### src/rtl/delay_timer_bank_if.sv
// Control/status bundle for delay_timer_bank: per-channel start/abort/delay in, busy/done status out.
// master drives requests, slave (the timer bank) drives status.
interface delay_timer_bank_if #(
    parameter int CHANNELS = 4,
    parameter int CNT_W    = 5
);
    logic [CHANNELS-1:0] start;
    logic [CHANNELS-1:0] abort;
    logic [CNT_W-1:0]    delay;
    logic [CHANNELS-1:0] busy;
    logic [CHANNELS-1:0] done;
    logic                any_done;

    modport master (
        output start, abort, delay,
        input  busy, done, any_done
    );

    modport slave (
        input  start, abort, delay,
        output busy, done, any_done
    );
endinterface

### src/rtl/delay_timer_bank.sv
// Bank of retriggerable delay timers: done pulses d_eff cycles after start; outputs decode registered state only.
// No backpressure: start/abort are accepted on every edge; start beats abort, reset beats both.
module delay_timer_bank #(
    parameter int CHANNELS  = 4,
    parameter int MAX_DELAY = 16
) (
    input  logic               clk,
    input  logic               rst,
    delay_timer_bank_if.slave  bus
);
    localparam int CNT_W = $clog2(MAX_DELAY + 1);

    logic [CHANNELS-1:0] busy_q;
    logic [CNT_W-1:0]    cnt_q [CHANNELS];
    logic [CNT_W-1:0]    d_eff;
    logic [CHANNELS-1:0] done_w;

    // Zero would never reach the cnt==1 decode, so it is promoted to one cycle.
    always_comb begin
        d_eff = bus.delay;
        if (bus.delay == '0) begin
            d_eff = CNT_W'(1);
        end else if (bus.delay > CNT_W'(MAX_DELAY)) begin
            d_eff = CNT_W'(MAX_DELAY);
        end
    end

    always_ff @(posedge clk) begin
        if (!rst) begin
            busy_q <= '0;
            for (int i = 0; i < CHANNELS; i++) begin
                cnt_q[i] <= '0;
            end
        end else begin
            for (int i = 0; i < CHANNELS; i++) begin
                if (bus.start[i]) begin
                    cnt_q[i]  <= d_eff;
                    busy_q[i] <= 1'b1;
                end else if (bus.abort[i] || (busy_q[i] && cnt_q[i] == CNT_W'(1))) begin
                    cnt_q[i]  <= '0;
                    busy_q[i] <= 1'b0;
                end else if (busy_q[i]) begin
                    cnt_q[i] <= cnt_q[i] - CNT_W'(1);
                end
            end
        end
    end

    always_comb begin
        done_w = '0;
        for (int i = 0; i < CHANNELS; i++) begin
            done_w[i] = busy_q[i] && (cnt_q[i] == CNT_W'(1));
        end
    end

    assign bus.busy     = busy_q;
    assign bus.done     = done_w;
    assign bus.any_done = |done_w;
endmodule

### src/flat_wrapper.sv
// flat-port wrapper written by rule: the top's interface ports become plain ports
module delay_timer_bank_flat 
#(
    parameter int CHANNELS  = 4,
    parameter int MAX_DELAY = 16
)
  (clk, rst, bus_start, bus_abort, bus_delay, bus_busy, bus_done, bus_any_done);
  delay_timer_bank_if #(.CHANNELS(CHANNELS), .CNT_W((5))) bus_i ();
  input  logic clk;
  input  logic rst;
  input wire logic [$bits(bus_i.start)-1:0] bus_start;
  input wire logic [$bits(bus_i.abort)-1:0] bus_abort;
  input wire logic [$bits(bus_i.delay)-1:0] bus_delay;
  output wire logic [$bits(bus_i.busy)-1:0] bus_busy;
  output wire logic [$bits(bus_i.done)-1:0] bus_done;
  output wire logic [$bits(bus_i.any_done)-1:0] bus_any_done;
  assign bus_i.start = bus_start;
  assign bus_i.abort = bus_abort;
  assign bus_i.delay = bus_delay;
  assign bus_busy = bus_i.busy;
  assign bus_done = bus_i.done;
  assign bus_any_done = bus_i.any_done;
  delay_timer_bank #(.CHANNELS(CHANNELS), .MAX_DELAY(MAX_DELAY)) u_core (.clk(clk), .rst(rst), .bus(bus_i));
endmodule
### config.mk
export PLATFORM = sky130hd
export DESIGN_NAME = delay_timer_bank_flat
export DESIGN_NICKNAME = d
export VERILOG_FILES = /design/src/rtl/delay_timer_bank_if.sv /design/src/rtl/delay_timer_bank.sv /design/src/flat_wrapper.sv
export SDC_FILE = /design/constraint.sdc
export NUM_CORES = 1
export LEC_CHECK = 0
export ABC_AREA = 1
export CORE_MARGIN = 10
export CORE_UTILIZATION = 55
export DETAILED_ROUTE_END_ITERATION = 8
export PLACE_DENSITY = 0.8
export SLEW_MARGIN = 0
export SYNTH_ARGS = -nofsm -noshare
export SYNTH_HDL_FRONTEND = slang
export SYNTH_SLANG_ARGS = --single-unit
### constraint.sdc
create_clock -name clk -period 1.9 [get_ports clk]
set_input_delay 0.19 -clock clk [delete_from_list [all_inputs] [get_ports clk]]
set_output_delay 0.19 -clock clk [all_outputs]
set_load 0.1 [all_outputs]
[Word level (Yosys, flattened, before mapping)]
Memories as Yosys holds them, arrays and structs flattened.
Cells that the tools add are included.
Storage, ports and cells
  bits in registers: 4
  bits in latches: 0
  memory bits (writable): 20
  ROM bits: 0
  bits of input ports: 15
  output and inout port bits: 9
  word-level logic and storage cells: 111
  memories kept: 1
Operators by class
  $add $sub $neg: 4
  multiply operators: 0
  div/mod/pow operators: 0
  magnitude comparators: 1
  equality and inequality tests: 4
  shifts and indexed selects: 0
  multiplexer cells: 71
  bitwise operators: 12
  reduce and logical (&&, ||, !) cells: 14
Memory list
  u_core.cnt_q: depth 4, bits a word 5, rd ports 4, clocked after Yosys merged registers in 0, write ports 4, line delay_timer_bank.sv:14  | logic [CNT_W-1:0] cnt_q [CHANNELS];
Operator list (number)
  5-bit 2-to-1 mux: 14
  1-bit 2-to-1 mux: 57
  5-bit by 1-bit equality test with 1-bit output, second input constant: 4
  5-bit by 1-bit subtractor with 5-bit output, second input constant: 4
  1-bit bitwise OR: 12
  2-bit nonzero test: 4
  5-bit > comparator, second input constant: 1
  5-bit zero test: 1
  1-bit logical AND: 4
  1-bit logical OR: 4
  4-bit OR reduction: 1

[Longest topological paths before layout]
Gate-level depths: netlist of the first run.
  depth after elaboration: 9
  depth in mapped cells: 9

[Least setup slack after synthesis of the first run]
OpenSTA, ideal clock, no wires.
  path kind: flip-flop to output port
  start: register u_core.busy_q[1], in the netlist u_core.bus.busy[1]
  end: output bus_any_done
  arrival: 2.237 ns
  setup slack: -0.527 ns
  stages on the path, launching flop included: 5
  buffers on the path: 0
  cell sequence: dfxtp_1 > inv_2 > nor2_1 > nand3_2 > nand4_1
Between the ends
  cells in the longest elaborated chain, start to end: 2
Ends and longest elaborated chain
  from (decl): line delay_timer_bank.sv:13  | logic [CHANNELS-1:0] busy_q;
  from (signal assigned): line delay_timer_bank.sv:30  | busy_q <= '0;
  from (signal, indexed assignment): line delay_timer_bank.sv:38  | busy_q[i] <= 1'b1;
  from (signal, indexed assignment): line delay_timer_bank.sv:41  | busy_q[i] <= 1'b0;
  1-bit logical AND: line delay_timer_bank.sv:52  | done_w[i] = busy_q[i] && (cnt_q[i] == CNT_W'(1));
  4-bit OR reduction: line delay_timer_bank.sv:58  | assign bus.any_done = |done_w;
  to (decl): line flat_wrapper.sv:16  | output wire logic [$bits(bus_i.any_done)-1:0] bus_any_done;
No other way between the ends.

==> results of run 1 <==
cells in the mapped netlist, drive strengths merged:
| master | instances |
|---|---|
| ha | 8 |
| buf | 1 |
| o21ai | 9 |
| edfxtp | 20 |
| nor3 | 2 |
| dfxtp | 4 |
| o22ai | 3 |
| nand3 | 16 |
| o211ai | 2 |
| xor2 | 4 |
| nor2 | 33 |
| inv | 41 |
| a21oi | 9 |
| nand3b | 2 |
| xnor2 | 5 |
| clkinv | 2 |
| nand4 | 9 |
| nand2 | 51 |
routing by layer:
layer,vias up,GRT usage
li1,777,-
met1,670,0.153
met5,-,0
met2,29,0.236
met3,6,0.0233
met4,0,0.0409
area by class of cell:
type	instances	area (um2)	share of cell area
Timing Repair Buffer	26	305	0.141
Inverter	43	166	0.0767
Clock inverter	1	3.75	0.00173
Clock buffer	3	22.5	0.0104
Multi-Input combinational cell	153	922	0.425
Tap cell	44	55.1	0.0254
Sequential cell	24	696	0.320
worst max-delay path: stages, from the launching register on:
cell and delay, ns:
edfxtp_1 0.45, ha_1 0.22, nand2_1 0.06, nor2_1 0.04, nand2_2 0.12, nand4_1 0.17
buf_12 0.21
state kept, by name, indices dropped and copies added (netlist names):
signal,cells
u_core.bus.busy,4
u_core.cnt_q,20
power breakdown:
| part | internal [W] | switching [W] |
|---|---|---|
| logic | 0.000143 | 0.000242 |
| registers | 0.000615 | 0.0000334 |
| clock network | 0.0000769 | 0.000158 |
kinds of logic after synthesis:
kind of cell | Yosys count | share of synthesized area
AO/OA/AOI/OAI | 23 | 0.0775
adder cells (fa/ha/maj) | 8 | 0.0564
buffers and inverters | 44 | 0.0987
AND/OR/NAND/NOR | 113 | 0.340
flip-flops | 24 | 0.383
XOR/XNOR | 9 | 0.0444
placed cells by master (no fill, tap or decap), types with 3 or more instances in the layout:
cell type        count
clkbuf_4             3
a21oi_1              9
nor2_1              30
buf_4                6
inv_1               37
ha_1                 7
xor2_1               4
clkinv_1             3
dfxtp_4              4
nand3_2              3
nand2_1             46
edfxtp_1            20
nand2_2              3
o21ai_1              3
xnor2_1              5
nand3_1             10
clkdlybuf4s50_1     14
o21ai_0              4
nand3_4              3
nand4_1              9
buf_12               6
worst max path at each step:
stage                               endpoint  cells after the start          startpoint  slack [ns]
final                           bus_any_done                      6  u_core.cnt_q[2][0]        0.12
after global routing            bus_any_done                      7  u_core.cnt_q[2][1]        0.02
after CTS                       bus_any_done                      4  u_core.cnt_q[3][0]        0.05
after detailed placement  u_core.cnt_q[3][1]                      6                 rst        0.13
after global placement    u_core.cnt_q[3][1]                      6                 rst        0.16
after floorplan                 bus_any_done                      5  u_core.cnt_q[2][0]       0.004
what timing repair did:
action | 4_1_cts | 5_1_grt
buffers inserted | 0 | 1
gates resized for setup | 0 | 1
endpoints found under the setup margin | 0 | 2
per-stage QoR:
step / power, W / area [um2]
global route: 0.00135 / 2170
CTS: 0.00128 / 2160
detailed placement: 0.00105 / 2140
floorplan: 0.000931 / 1800
global placement: 0.00104 / 2140
finish: 0.00127 / 2170
==> key figures, run 1 <==
Placement
  – Placed cell count: between 200 and 300
  – I/O Buffers: 23
  – Placement Setup Slack: 0.132 ns
  – Post-detail-place hpwl: between 3 and 4 mm
  – RD Place Congestion: 0.841

Final layout
  – Layout area overhead: 22.3%
  – # fillers: 264
  – Fin util: 0.705
  – Non-filler cells, final: 294
  – Fin nets: 274
  – Share of cells above drive strength 1: 0.168
  – N_diodes: 0

Synth
  – Dominant cells by area after synthesis: edfxtp_1 34%, nand2_1 9.7%, inv_1 8.0%
  – Synthesized net count: 244
  – Synth warn: 0
  – Seq cells post-synth: 24
  – Sequential fraction of the synthesis area: 0.383
  – Synthesized cell area: 0.00178 mm2
  – Synth Instances: 221
  – Post-synth cell types: 30
  – Mean Syn Cell Area: 8.03 um2
  – Area leader, netlist: edfxtp_1
  – Top-area cell type share of the netlist area: 0.338

Clock network
  – Clk Latency, worst-skew pair: 0.31 ns
  – H-tree levels: 1
  – CTS Buf Count: 3
  – CTS Buffer Depth: 2
  – Clock sink total: 24
  – Cts hold-fix bufs: 0
  – Clk root buf: clkbuf_4
  – TritonCTS clock tree: done
  – Clock transition at the registers of the reported paths: ~0.13 ns

Power
  – Peak supply drop: 0.355 mV
  – Leak: 1.04 nW
  – Cell Pwr Density: 584 mW/mm2

Worst setup path
  – Worst r2r path cells: 5
  – CP Class: register to output pin
  – Reg2reg setup slack: about 0.33 ns
  – Crit path max fanout: 6
  – Setup crit end kind: output pin
  – Critical path required time: 1.71 ns
  – Startpoint class of the critical path: register
  – Worst r2r src: u_core.cnt_q[3][0]
  – R2R Path End: u_core.cnt_q[3][2]
  – Arr. time, crit path: 1.59 ns

Floorplan
  – Die width: around 77 um
  – Die area: 0.00590 mm2
  – Starting Density: 0.577
  – Core area: a little over 0.003 mm2
  – Die Span Y: about 77 um
  – Row count: 20
  – # IOs: 24

Timing
  – Fmax: 562 MHz
  – Setup Viol. Count Final: 0
  – RSZ-0062 raised after global routing: no
  – Post-layout minimum cycle time: 1.78 ns
  – Min Hold Slack: 0.520 ns
  – Final worst-path setup slack: 0.120 ns
  – Fin Setup TNS: 0 ns
  – Final hold viol count: 0
  – Final Max Slew Viols: 0
  – Tightest Pin Transition: 0.377 ns
  – Final Skew: 0.000650 ns
  – Slew headroom: 0.748
  – Final period util: 0.937

Global routing
  – Vias in the first global route: 1517
  – Total GRT Usage: 0.131
  – Total grt overflow: 0
  – First-pass GRT wire length: 6.62 mm
  – Initial antenna violation count: 0
  – Largest net degree at the start of global routing: 14

Hold path
  – Hold Startpoint: bus_start[2]
  – Hold EP: u_core.bus.busy[2]
  – Worst Hold Depth: 3
  – Worst hold path class: input port to register

Detailed routing
  – Met3 wire len: 140 um
  – DR WL/cell: around 13 um
  – Met2 WL: about 1.9 mm
  – Iter 0 DRT Violations: 109
  – Drt pass-1 iters: 4
  – WL met1: ~1.6 mm
  – Vias after detailed routing: 1482
  – DR DRC count: 0
  – Detail Route Antenna Nets: 0
  – Max Used Layer: met4
  – Vias per std cell: 5.04
  – Final wirelength: 3.71 mm

Run
  – Max-capacitance violation count: 0

Outcome
  – Status: completed
No activity file was read; power rests on OpenSTA's default activity.
==> run 2, diff against run 1 <==
--- a/config.mk
+++ b/config.mk
@@ -6,10 +6,13 @@
 export NUM_CORES = 1
 export LEC_CHECK = 0
 export ABC_AREA = 1
+export CELL_PAD_IN_SITES_DETAIL_PLACEMENT = 1
+export CELL_PAD_IN_SITES_GLOBAL_PLACEMENT = 2
 export CORE_MARGIN = 10
-export CORE_UTILIZATION = 55
+export CORE_UTILIZATION = 30
 export DETAILED_ROUTE_END_ITERATION = 8
-export PLACE_DENSITY = 0.8
+export GPL_TIMING_DRIVEN = 0
+export PLACE_DENSITY_LB_ADDON = 0.1
 export SLEW_MARGIN = 0
 export SYNTH_ARGS = -nofsm -noshare
 export SYNTH_HDL_FRONTEND = slang
==> key figures, run 2 (synthesis results as in run 1) <==
Outcome
  – Status: completed

Placement
  – I/O Buffers: 23
  – Post-Place Cell Area: 0.00212 mm2
  – RD Place Congestion: about 0.72
  – Placement Setup Slack: -0.563 ns
  – Post-detail-place hpwl: 3.68 mm

Worst setup path
  – Setup crit start: u_core.cnt_q[2][0]
  – Crit-path cells: ha_1 -> nand2_1 -> nor2_1 -> nand2_2 -> nand4_1 -> buf_12
  – Worst r2r src: u_core.cnt_q[3][1]
  – Startpoint class of the critical path: register
  – WP buf/inv: 1
  – Critical path required time: 1.71 ns
  – Slowest CP cell: edfxtp_1
  – Arr. time, crit path: 1.61 ns
  – CP Class: register to output pin
  – CP top delay family: flip-flops
  – Setup crit end kind: output pin
  – Crit path max fanout: 6
  – CP peak stage delay: 0.47 ns

Final layout
  – Biggest register: u_core.cnt_q
  – Max reg flops: 20
  – Fin util: 0.385
  – Most common cell after layout, fill and taps aside: nand2_1
  – Most frequent cells in the layout: 46 x nand2_1, 37 x inv_1, 30 x nor2_1
  – Final Cell Area: between 0.002 and 0.0025 mm2
  – Fin nets: 273
  – # fillers: 729
  – Multi-input logic area: a little over 900 um2
  – Share of cells above drive strength 1: 0.149
  – Layout area overhead: 21.6%
  – N_diodes: 0
  – FF+latch area: 696 um2

Clock network
  – Clock transition at the registers of the reported paths: around 0.090 ns
  – CTS Buffer Depth: 2
  – Clk root buf: clkbuf_8
  – TritonCTS clock tree: done
  – H-tree levels: 1
  – CTS Buf Count: 3
  – Clk Latency, worst-skew pair: 0.27 ns
  – Clock sink total: 24
  – Cts hold-fix bufs: 0

Timing
  – Fmax: approximately 550 MHz
  – Post-layout minimum cycle time: 1.80 ns
  – Final worst-path setup slack: roughly 0.096 ns
  – Tightest Pin Transition: between 0.9 and 1 ns
  – Final Max Slew Viols: 0
  – Slew headroom: 0.359
  – Final Skew: 0.000976 ns
  – Final period util: 0.949
  – Setup Viol. Count Final: 0
  – Min Hold Slack: 0.524 ns
  – RSZ-0062 raised after global routing: yes
  – Final hold viol count: 0

Run
  – Max-capacitance violation count: 0

Detailed routing
  – Detail Route Antenna Nets: 0
  – DR DRC count: 0
  – Iter 0 DRT Violations: 27
  – Vias after detailed routing: between 1500 and 2000
  – DR WL/cell: 14.2 um
  – Drt pass-1 iters: 4
  – Vias per std cell: approximately 4.7
  – Final wirelength: 4.55 mm

Floorplan
  – Die area: 0.00940 mm2
  – Starting Density: 0.317
  – Core area: about 0.0056 mm2
  – # IOs: 24
  – Die Span Y: around 97 um
  – Row count: 27
  – Die width: 96.9 um

Power
  – Int Power: around 0.0009 W
  – Sw Share: 0.336
  – Clock power share: 0.235
  – Leak: 1.03 nW
  – Power share of the sequential group: 0.484
  – Cell Pwr Density: just over 600 mW/mm2
  – Peak supply drop: 0.377 mV
  – Comb pwr share: 0.280
  – Net Switching: 0.000451 W

Global routing
  – Vias in the first global route: 1601
  – Total grt overflow: 0
  – Initial antenna violation count: 0
  – First-pass GRT wire length: 7.99 mm
  – Largest net degree at the start of global routing: 13
  – Total GRT Usage: 0.0997

Hold path
  – Worst hold path class: input port to register
  – Hold Startpoint: bus_start[2]
[run 2: power by group through the flow]
stage / clock network, W / registers [W] / logic [W]
final: 0.000316 / 0.000650 / 0.000377
after global routing: 0.000352 / 0.000658 / 0.000423
after CTS: 0.000330 / 0.000652 / 0.000380
after detailed placement: 0 / 0.000664 / 0.000381
after global placement: 0 / 0.000662 / 0.000381
after floorplan: 0 / 0.000694 / 0.000237
[run 2: worst paths after layout]
kind | end | slack [ns] | cells after the start
setup / recovery | bus_any_done | 0.1 | 6
hold / removal | u_core.bus.busy[2] | 0.52 | 3
setup reg to reg | u_core.cnt_q[3][3] | 0.21 | 6
hold reg to reg | u_core.bus.busy[3] | 0.58 | 2
[run 2: layer usage]
metal	routed length, um	track usage
met1	2220	0.126
met2	2140	0.166
met4	20	0.0135
met5	0	0
met3	172	0.0291
[run 2: repair_timing]
action,in CTS,in global routing
pin swaps,0,1
resized for setup,33,5
buffers inserted,0,1
endpoints found under the setup margin,9,5
[run 2: worst reg2reg max path: cells and delay by family (launching register included)]
family / cells / cell delay, ns
flip-flops: 1 / 0.39
AND/OR/NAND/NOR: 3 / 0.52
adder cells (fa/ha/maj): 1 / 0.17
buffers and inverters: 2 / 0.30
[run 2: per-stage QoR]
stage                      TNS, ns  std cells  power (W)
final                            0        320    0.00134
after global routing      -0.00893        320    0.00143
after CTS                        0        319    0.00136
after detailed placement     -2.13        316    0.00105
after global placement       -2.16        316    0.00104
after floorplan                  0        221   0.000931
[run 2: area by class of cell]
cell class / count / area share
plain buffers: 1 / 0.00521
clock buffers: 3 / 0.0191
inverters: 43 / 0.0771
multi-input cells: 153 / 0.427
flip-flops and latches: 24 / 0.322
well taps: 72 / 0.0417
repair buffers: 24 / 0.108
